## src/rtl/handshake_tx_pkg.sv

```systemverilog
// Shared definitions for the clocked 4-phase bundled-data transmitter:
// FSM state encodings and default data width.
package handshake_tx_pkg;

  localparam int DEFAULT_DATA_WIDTH = 3;

  localparam logic [1:0] ST_IDLE   = 2'd0;
  localparam logic [1:0] ST_SETUP  = 2'd1;
  localparam logic [1:0] ST_REQ_HI = 2'd2;
  localparam logic [1:0] ST_REQ_LO = 2'd3;

  typedef enum logic [1:0] {
    IDLE   = ST_IDLE,
    SETUP  = ST_SETUP,
    REQ_HI = ST_REQ_HI,
    REQ_LO = ST_REQ_LO
  } tx_state_e;

endpackage

```

## src/rtl/handshake_tx_if.sv

```systemverilog
// Source-side valid/ready bus plus the bundled-data request/acknowledge pair
// toward the asynchronous pipeline.
interface handshake_tx_if
  import handshake_tx_pkg::*;
#(
  parameter int DATA_WIDTH = DEFAULT_DATA_WIDTH
);

  logic                  in_valid;
  logic                  in_ready;
  logic [DATA_WIDTH-1:0] in_data;
  logic                  req_out;
  logic                  ack_in;
  logic [DATA_WIDTH-1:0] data_out;

  // master: the environment (source and pipeline); slave: the transmitter
  modport master (
    output in_valid,
    output in_data,
    output ack_in,
    input  in_ready,
    input  req_out,
    input  data_out
  );

  modport slave (
    input  in_valid,
    input  in_data,
    input  ack_in,
    output in_ready,
    output req_out,
    output data_out
  );

endinterface

```

## src/rtl/handshake_tx_fifo.sv

```systemverilog
// Pointer-plus-count synchronous FIFO with a combinational head read; a push
// while full is dropped even if a pop happens in the same cycle.
module hs_tx_fifo
  import handshake_tx_pkg::*;
#(
  parameter int DATA_WIDTH = DEFAULT_DATA_WIDTH,
  parameter int DEPTH      = 4
) (
  input  logic                  clk,
  input  logic                  rst,
  input  logic                  push,
  input  logic                  pop,
  input  logic [DATA_WIDTH-1:0] din,
  output logic [DATA_WIDTH-1:0] dout,
  output logic                  full,
  output logic                  empty
);

  localparam int AW = (DEPTH > 1) ? $clog2(DEPTH) : 1;
  localparam logic [AW:0] FULL_COUNT = (AW + 1)'(DEPTH);

  logic [DATA_WIDTH-1:0] r_mem [DEPTH];
  logic [AW-1:0]         r_wr_ptr;
  logic [AW-1:0]         r_rd_ptr;
  logic [AW:0]           r_count;
  logic                  w_push_ok;
  logic                  w_pop_ok;

  assign full      = (r_count == FULL_COUNT);
  assign empty     = (r_count == '0);
  assign w_push_ok = push && !full;
  assign w_pop_ok  = pop && !empty;
  assign dout      = r_mem[r_rd_ptr];

  always_ff @(posedge clk) begin
    if (w_push_ok) begin
      r_mem[r_wr_ptr] <= din;
    end
  end

  // DEPTH is a power of two, so the pointers wrap naturally
  always_ff @(posedge clk or posedge rst) begin
    if (rst) begin
      r_wr_ptr <= '0;
      r_rd_ptr <= '0;
      r_count  <= '0;
    end else begin
      if (w_push_ok) begin
        r_wr_ptr <= r_wr_ptr + 1'b1;
      end
      if (w_pop_ok) begin
        r_rd_ptr <= r_rd_ptr + 1'b1;
      end
      case ({w_push_ok, w_pop_ok})
        2'b10:   r_count <= r_count + 1'b1;
        2'b01:   r_count <= r_count - 1'b1;
        default: r_count <= r_count;
      endcase
    end
  end

endmodule

```

## src/rtl/handshake_tx.sv

```systemverilog
// Clocked feeder for the asynchronous 4-phase bundled-data pipeline: buffers
// source words and runs a return-to-zero handshake against a synchronized ack.
module handshake_tx
  import handshake_tx_pkg::*;
#(
  parameter int DATA_WIDTH   = DEFAULT_DATA_WIDTH,
  parameter int DEPTH        = 4,
  parameter int SETUP_CYCLES = 1,
  parameter int SYNC_STAGES  = 2,
  parameter int CNT_WIDTH    = 8
) (
  input  logic                 clk,
  input  logic                 rst,
  handshake_tx_if.slave        bus,
  output logic                 busy,
  output logic [CNT_WIDTH-1:0] tx_count
);

  localparam int SCW = (SETUP_CYCLES > 1) ? $clog2(SETUP_CYCLES) : 1;
  localparam logic [SCW-1:0] SETUP_LAST = SCW'(SETUP_CYCLES - 1);

  tx_state_e              r_state;
  logic                   r_req;
  logic [DATA_WIDTH-1:0]  r_data;
  logic [SCW-1:0]         r_setup_cnt;
  logic [CNT_WIDTH-1:0]   r_tx_count;
  logic [SYNC_STAGES-1:0] r_ack_sync;

  logic                   w_ack_s;
  logic                   w_full;
  logic                   w_empty;
  logic                   w_push;
  logic                   w_pop;
  logic [DATA_WIDTH-1:0]  w_fifo_dout;

  // ack_in is asynchronous to clk; only the last synchronizer stage is trusted
  always_ff @(posedge clk or posedge rst) begin
    if (rst) begin
      r_ack_sync <= '0;
    end else begin
      r_ack_sync <= {r_ack_sync[SYNC_STAGES-2:0], bus.ack_in};
    end
  end

  assign w_ack_s = r_ack_sync[SYNC_STAGES-1];

  assign w_push = bus.in_valid && !w_full;
  assign w_pop  = (r_state == IDLE) && !w_empty && !w_ack_s;

  hs_tx_fifo #(
    .DATA_WIDTH (DATA_WIDTH),
    .DEPTH      (DEPTH)
  ) u_fifo (
    .clk   (clk),
    .rst   (rst),
    .push  (w_push),
    .pop   (w_pop),
    .din   (bus.in_data),
    .dout  (w_fifo_dout),
    .full  (w_full),
    .empty (w_empty)
  );

  // data_out is loaded only when leaving IDLE, so it is frozen for the whole
  // request phase and until the pipeline's ack has been seen low again
  always_ff @(posedge clk or posedge rst) begin
    if (rst) begin
      r_state     <= IDLE;
      r_req       <= 1'b0;
      r_data      <= '0;
      r_setup_cnt <= '0;
      r_tx_count  <= '0;
    end else begin
      case (r_state)
        IDLE: begin
          if (w_pop) begin
            r_data      <= w_fifo_dout;
            r_setup_cnt <= '0;
            r_state     <= SETUP;
          end
        end
        SETUP: begin
          if (r_setup_cnt == SETUP_LAST) begin
            r_req   <= 1'b1;
            r_state <= REQ_HI;
          end else begin
            r_setup_cnt <= r_setup_cnt + 1'b1;
          end
        end
        REQ_HI: begin
          if (w_ack_s) begin
            r_req   <= 1'b0;
            r_state <= REQ_LO;
          end
        end
        REQ_LO: begin
          if (!w_ack_s) begin
            r_tx_count <= r_tx_count + 1'b1;
            r_state    <= IDLE;
          end
        end
        default: begin
          r_req   <= 1'b0;
          r_state <= IDLE;
        end
      endcase
    end
  end

  assign bus.in_ready = !w_full;
  assign bus.req_out  = r_req;
  assign bus.data_out = r_data;
  assign busy         = (r_state != IDLE) || !w_empty;
  assign tx_count     = r_tx_count;

endmodule

```

## src/flat_wrapper.sv

```systemverilog
// flat-port wrapper written by rule: the top's interface ports become plain ports
module handshake_tx_flat import handshake_tx_pkg::*;
#(
  parameter int DATA_WIDTH   = DEFAULT_DATA_WIDTH,
  parameter int DEPTH        = 4,
  parameter int SETUP_CYCLES = 1,
  parameter int SYNC_STAGES  = 2,
  parameter int CNT_WIDTH    = 8
)
  (clk, rst, busy, tx_count, bus_in_valid, bus_in_data, bus_ack_in, bus_in_ready, bus_req_out, bus_data_out);
  handshake_tx_if #(.DATA_WIDTH(DATA_WIDTH)) bus_i ();
  input  logic clk;
  input  logic rst;
  output logic busy;
  output logic [CNT_WIDTH-1:0] tx_count;
  input wire logic [$bits(bus_i.in_valid)-1:0] bus_in_valid;
  input wire logic [$bits(bus_i.in_data)-1:0] bus_in_data;
  input wire logic [$bits(bus_i.ack_in)-1:0] bus_ack_in;
  output wire logic [$bits(bus_i.in_ready)-1:0] bus_in_ready;
  output wire logic [$bits(bus_i.req_out)-1:0] bus_req_out;
  output wire logic [$bits(bus_i.data_out)-1:0] bus_data_out;
  assign bus_i.in_valid = bus_in_valid;
  assign bus_i.in_data = bus_in_data;
  assign bus_i.ack_in = bus_ack_in;
  assign bus_in_ready = bus_i.in_ready;
  assign bus_req_out = bus_i.req_out;
  assign bus_data_out = bus_i.data_out;
  handshake_tx #(.DATA_WIDTH(DATA_WIDTH), .DEPTH(DEPTH), .SETUP_CYCLES(SETUP_CYCLES), .SYNC_STAGES(SYNC_STAGES), .CNT_WIDTH(CNT_WIDTH)) u_core (.clk(clk), .rst(rst), .bus(bus_i), .busy(busy), .tx_count(tx_count));
endmodule
```

## config.mk

```make
export PLATFORM = sky130hd
export DESIGN_NAME = handshake_tx_flat
export DESIGN_NICKNAME = d
export VERILOG_FILES = /design/src/rtl/handshake_tx_pkg.sv /design/src/rtl/handshake_tx_if.sv /design/src/rtl/handshake_tx_fifo.sv /design/src/rtl/handshake_tx.sv /design/src/flat_wrapper.sv
export SDC_FILE = /design/constraint.sdc
export NUM_CORES = 1
export LEC_CHECK = 0
export CORE_MARGIN = 1.5
export CORE_UTILIZATION = 45
export CTS_BUF_LIST = sky130_fd_sc_hd__clkbuf_8
export DETAILED_ROUTE_END_ITERATION = 6
export HOLD_SLACK_MARGIN = 0.12
export PLACE_DENSITY = 0.67
export SYNTH_ARGS = -nofsm -noshare
export SYNTH_HDL_FRONTEND = slang
export SYNTH_HIERARCHICAL = 1
export SYNTH_SLANG_ARGS = --single-unit
```

## constraint.sdc

```tcl
create_clock -name clk -period 4.8 [get_ports clk]
set_input_delay 0.96 -clock clk [delete_from_list [all_inputs] [get_ports clk]]
set_output_delay 0.96 -clock clk [all_outputs]
set_load 0.005 [all_outputs]
```

# Yosys cells after proc, flatten, opt, wreduce, memory -nomap -nowiden
# Memory sizes are Yosys's and may differ from the RTL's. A register that Yosys moved wholly into a read port is not among the register bits.
# Cells that the tools add are included.
dict set report totals {
  regBits 21
  mem_bits_rw 12
  output_inout_bits 14
  wordCells 60
  mem_count 1
}
# name depth width read_ports rd_ports_with_merged_regs write_ports line_no
set mem_list {}
lappend mem_list {u_core.u_fifo.r_mem 4 3 1 1 1 handshake_tx_fifo.sv:22} ;# logic [DATA_WIDTH-1:0] r_mem [DEPTH];
dict set report op_classes {
  addsub 6
  eq_ne 10
  muxes 14
  bitwise_logic 1
  n_reduce_logical 20
}
# op count
set ops {}
lappend ops {{8-bit by 1-bit adder with 8-bit output (second input constant)} 1}
lappend ops {{2-bit 2-to-1 mux} 4}
lappend ops {{2-bit case mux with 4 select lines} 1}
lappend ops {{2-bit nonzero test} 4}
lappend ops {{2-bit equality test (second input constant)} 3}
lappend ops {{1-bit 2-to-1 mux} 6}
lappend ops {{2-bit inequality test (second input constant)} 3}
lappend ops {{3-bit case mux with 2 select lines} 1}
lappend ops {{2-bit AND reduction} 3}
lappend ops {{1-bit logical AND} 5}
lappend ops {{2-bit by 1-bit adder with 2-bit output (second input constant)} 2}
lappend ops {{2-bit by 1-bit equality test with 1-bit output (second input constant)} 2}
lappend ops {{1-bit case mux with 2 select lines} 2}
lappend ops {{4-bit AND reduction} 1}
lappend ops {{3-bit by 1-bit adder with 3-bit output (second input constant)} 1}
lappend ops {{3-bit equality test (second input constant)} 1}
lappend ops {{1-bit logical NOT} 3}
lappend ops {{3-bit logical NOT} 1}
lappend ops {{3-bit AND reduction} 1}
lappend ops {{3-bit by 1-bit subtractor with 3-bit output (second input constant)} 1}
lappend ops {{2-bit logical NOT} 1}
lappend ops {{2-bit by 1-bit inequality test with 1-bit output (second input constant)} 1}
lappend ops {{1-bit adder (second input constant)} 1}
lappend ops {{1-bit logical OR} 1}
lappend ops {{1-bit inverter} 1}

# Longest topological paths before layout
dict set report logic_depth {
  word_depth 7
  ltp_mapped 10
}

# Modules after synthesis
# The synthesis kept the hierarchy.
# module n_inst cells_per_inst area_per_inst_um2 seq_area_each_um2
set by_module_without_submodules {}
lappend by_module_without_submodules {hs_tx_fifo 1 54 878.3 535.5}
lappend by_module_without_submodules {handshake_tx 1 60 758.2 400.4}

# Worst setup path after synthesis
# OpenSTA, ideal clock, no wires.
dict set report synth_path {
  kind {input to register}
  start {input bus_in_valid}
  end {register u_core.u_fifo.r_count[2]}
  setup_ns 0.079
  arrival_time_ns 2.230
  required_ns 4.721
  setup_slack_ns 2.491
  path_stages 9
  path_buffers 0
  path_cell_list {nor2b_1 nor2b_4 inv_1 ha_1 inv_1 fa_1 xor2_1 nor2_1 xor2_1}
}
dict set report synth_via {
  elab_chain_cells 4
  elab_cells_between_ends 6
}
# item line_no
set synth_lines {}
lappend synth_lines {{start, declared} flat_wrapper.sv:16} ;# input wire logic [$bits(bus_i.in_valid)-1:0] bus_in_valid;
lappend synth_lines {{1-bit logical AND *} handshake_tx.sv:47} ;# assign w_push = bus.in_valid && !w_full;
lappend synth_lines {{1-bit logical AND *} handshake_tx_fifo.sv:31} ;# assign w_push_ok = push && !full;
lappend synth_lines {{2-bit by 1-bit equality test with 1-bit output / 2-bit equality test (equally long branches)} handshake_tx_fifo.sv:54} ;# case ({w_push_ok, w_pop_ok})
lappend synth_lines {{3-bit case mux with 2 select lines / 2-bit nonzero test (equally long branches)} --}
lappend synth_lines {{end signal, assigned} handshake_tx_fifo.sv:55} ;# 2'b10: r_count <= r_count + 1'b1;
lappend synth_lines {{end signal, assigned} handshake_tx_fifo.sv:56} ;# 2'b01: r_count <= r_count - 1'b1;
lappend synth_lines {{end signal, assigned} handshake_tx_fifo.sv:57} ;# default: r_count <= r_count;
lappend synth_lines {{end, declared} handshake_tx_fifo.sv:25} ;# logic [AW:0] r_count;
# Mark *: on every way between the ends. The rest lies on a longest branch, timed or not.
# A chain may end at the register's enable or synchronous reset.

# Worst setup path in the final report
dict set report layout_path {
  start {register u_core.u_fifo.r_count[0]}
  end {output busy}
}
dict set report layout_via {
  elab_chain_cells 3
}
# item line_no
set layout_lines {}
lappend layout_lines {{3-bit logical NOT} handshake_tx_fifo.sv:30} ;# assign empty = (r_count == '0);
lappend layout_lines {{net u_core.w_empty} handshake_tx.sv:31} ;# logic w_empty;
lappend layout_lines {{1-bit logical NOT} handshake_tx.sv:113} ;# assign busy = (r_state != IDLE) || !w_empty;
lappend layout_lines {{1-bit logical OR} handshake_tx.sv:113}
lappend layout_lines {{end, declared} flat_wrapper.sv:14} ;# output logic busy;
# The timed path passes the listed nets, and every way through them passes these cells.

==> results.ini <==
[critical_path]
cp.arrival_ns=1.81
cp_max_fo=5
crit_end=busy
reg2reg_slack_ns=2.40
critPathLaunch=u_core/u_fifo/r_count[0]$_DFFE_PP0P_
r2r-end=u_core/u_fifo/r_count[2]$_DFFE_PP0P_
ff2ff_path_depth=10
crit_type=flop to output port
worstPathRequired_ns=3.84
cp-end-kind=output port
critPathLaunchType=flop
regToRegStartpoint=u_core/r_state[0]$_DFFE_PP0P_

[cells_and_area]
fill_cells=276
drive_gt1_share_pct=16.31
syn_to_final_growth_pct=23.55
num-nets-final=159
instances_no_fill=187
final_common_cell=dfrtp_1
design_area_um2=2022
postLayoutCoreUtil_pct=59.19
multi_input_area_um2=650.6
ff_latch_area_um2=935.9
final_cell_mix=dfrtp_1 (23), clkdlybuf4s50_1 (20), inv_1 (13), edfxtp_1 (12), ha_1 (11)
antenna_cells=0

[placement]
pre_cts_ws_ns=2.003
routabilityCongestion=0.6940
dpl_cell_area_um2=1889
numPortBuffers=20
dp_hpwl_um=1809
placed_cells=179

[sta]
min_period_over_period_pct=57.65
finalSetupViolations=0
drv_slew=0
hold_viol=0
hold-worst-slack_ns=0.3551
relSlewSlack_pct=60.52
setup_tns_ns=0
timing.fmax_mhz=361.4
rsz0062_at_grt=false
skew_ns=0.004373
setup_slack_ns=2.033
period_minus_slack_ns=2.767
tightest_slew_ns=0.5916

[clock_tree]
post_cts_buffers=0
htreeDepth=2
holdBufCountCts=0
cts_num_sinks=35
cts_root_buf=clkbuf_8
tritoncts=done
cts-buffers-inserted=5
clk_pin_slew_ns=0.07
cts_max_path_buffers=2
cts_resized=0
clock_latency_ns=0.29

[floorplanning]
rows=21
die_area_um2=4008
fp.dieH_um=63.31
initial_core_util_pct=47.91
die_w_um=63.31
coreArea_um2=3416
io_pins=21

[power]
irDropWorstVdd_mv=0.2719
combinationalPowerShare_pct=34.3
power_density_nw_per_um2=609.3
p_clk_share_pct=25.0
switching_power_mw=0.3638
sw_frac_of_total_pct=29.53
power.total_mw=1.232
leakage_nw=0.8719
seq_power_share_pct=40.8
p_int_mw=0.8681

[flow_run]
maxCapViolations=0

[synth]
syn_area_um2=1637
yosysTopAreaCell=dfrtp_1
synthCells=114
synth-seq-cells=35
yosysSeqAreaShare_pct=57.19
synthDistinctLibCells=31
synth_top_area_share_pct=35.17
syn_avg_cell_area_um2=14.36
syn_nets=133
synth.area.top_cells=dfrtp_1 (35%), edfxtp_1 (22%), ha_1 (8.4%), xnor2_1 (4.3%), mux4_2 (4.1%)
ys.warnings.count=6

[route]
ant_nets=0
routed_wl_um=2350
wl_per_cell_um=12.57
viasPerCell=4.781
first_pass_iters=2
vias=894
route.detailed.drc=0
drt-initial-drc-count=26

[grt]
grt-ovfl-total=0
antenna_found_initial=0
grt_max_degree=17
grt_pass1_vias=958
grt_usage_pct=14.33
grt_first_pass_wirelength_um=4278

[status]
outcome=complete, no violations

[worst_hold_path]
hold_class=flop to flop

per-layer routing:
metal / wire (um) / vias to the layer above / global-route usage (%)
li1: - / 434 / -
met1: 1073 / 436 / 16.85
met2: 1114 / 19 / 23.40
met3: 110 / 5 / 5.893
met4: 51 / 0 / 5.707
met5: 0 / - / 0
cell type report:
class / count / share of cell area, %
sequential: 35 / 46.29
tap: 46 / 2.847
clock buffer: 5 / 3.403
inverter: 12 / 2.228
clock inverter: 3 / 3.156
timing repair buffer: 20 / 9.901
multi-input combinational: 66 / 32.18
how the worst min path moves through the flow:
stage	cells past startpoint	end	startpoint
5_1_grt	0	u_core/r_ack_sync[1]$_DFF_PP0_	u_core/r_ack_sync[0]$_DFF_PP0_
4_1_cts	0	u_core/r_ack_sync[1]$_DFF_PP0_	u_core/r_ack_sync[0]$_DFF_PP0_
6_report	0	u_core/r_ack_sync[1]$_DFF_PP0_	u_core/r_ack_sync[0]$_DFF_PP0_
3_5_place_dp	0	u_core/r_ack_sync[1]$_DFF_PP0_	u_core/r_ack_sync[0]$_DFF_PP0_
2_1_floorplan	0	u_core/r_ack_sync[1]$_DFF_PP0_	u_core/r_ack_sync[0]$_DFF_PP0_
3_3_place_gp	0	u_core/r_ack_sync[1]$_DFF_PP0_	u_core/r_ack_sync[0]$_DFF_PP0_
power groups by stage:
stage / logic (mW) / clock network (mW) / registers [mW]
2_1_floorplan: 0.304 / 0 / 0.484
3_3_place_gp: 0.414 / 0 / 0.504
3_5_place_dp: 0.431 / 0 / 0.510
4_1_cts: 0.430 / 0.315 / 0.505
5_1_grt: 0.477 / 0.330 / 0.522
6_report: 0.422 / 0.307 / 0.503
cells by family after synthesis:
group / count (synthesis) / synth area share [%]
XOR/XNOR: 13 / 6.957
AO/OA/AOI/OAI: 3 / 1.529
flip-flops: 35 / 57.19
buffers and inverters: 13 / 3.058
AND/OR/NAND/NOR: 27 / 11.70
multiplexers: 11 / 9.938
adder cells (fa/ha/maj): 12 / 9.633
worst max-delay path, stage by stage (launching register included):
cell             delay [ns]
dfrtp_1                0.47
nor3_1                 0.42
nand2_1                0.15
clkdlybuf4s50_1        0.48
Yosys cell counts (all sizes together):
cell type	n
o31a	1
ha	11
nand3b	1
nor2b	2
nor3b	3
mux2	6
fa	1
edfxtp	12
nand2	6
dfrtp	23
buf	1
and2	4
xnor2	8
xor2	5
nor3	2
and4b	1
inv	12
and3	1
mux2i	2
a21oi	1
nand4	1
mux4	3
nor2	5
o22ai	1
nand2b	1
flip-flops by register name (all words and copies together), names as in the netlist:
name,cells
u_core/r_state,2
u_core/u_fifo/r_wr_ptr,2
u_core/bus.req_out,1
u_core/bus.data_out,3
u_core/u_fifo/r_mem,12
u_core/r_ack_sync,2
u_core/u_fifo/r_rd_ptr,2
u_core/tx_count,8
u_core/u_fifo/r_count,3
Note: power is estimated with default switching activity, not from simulation.
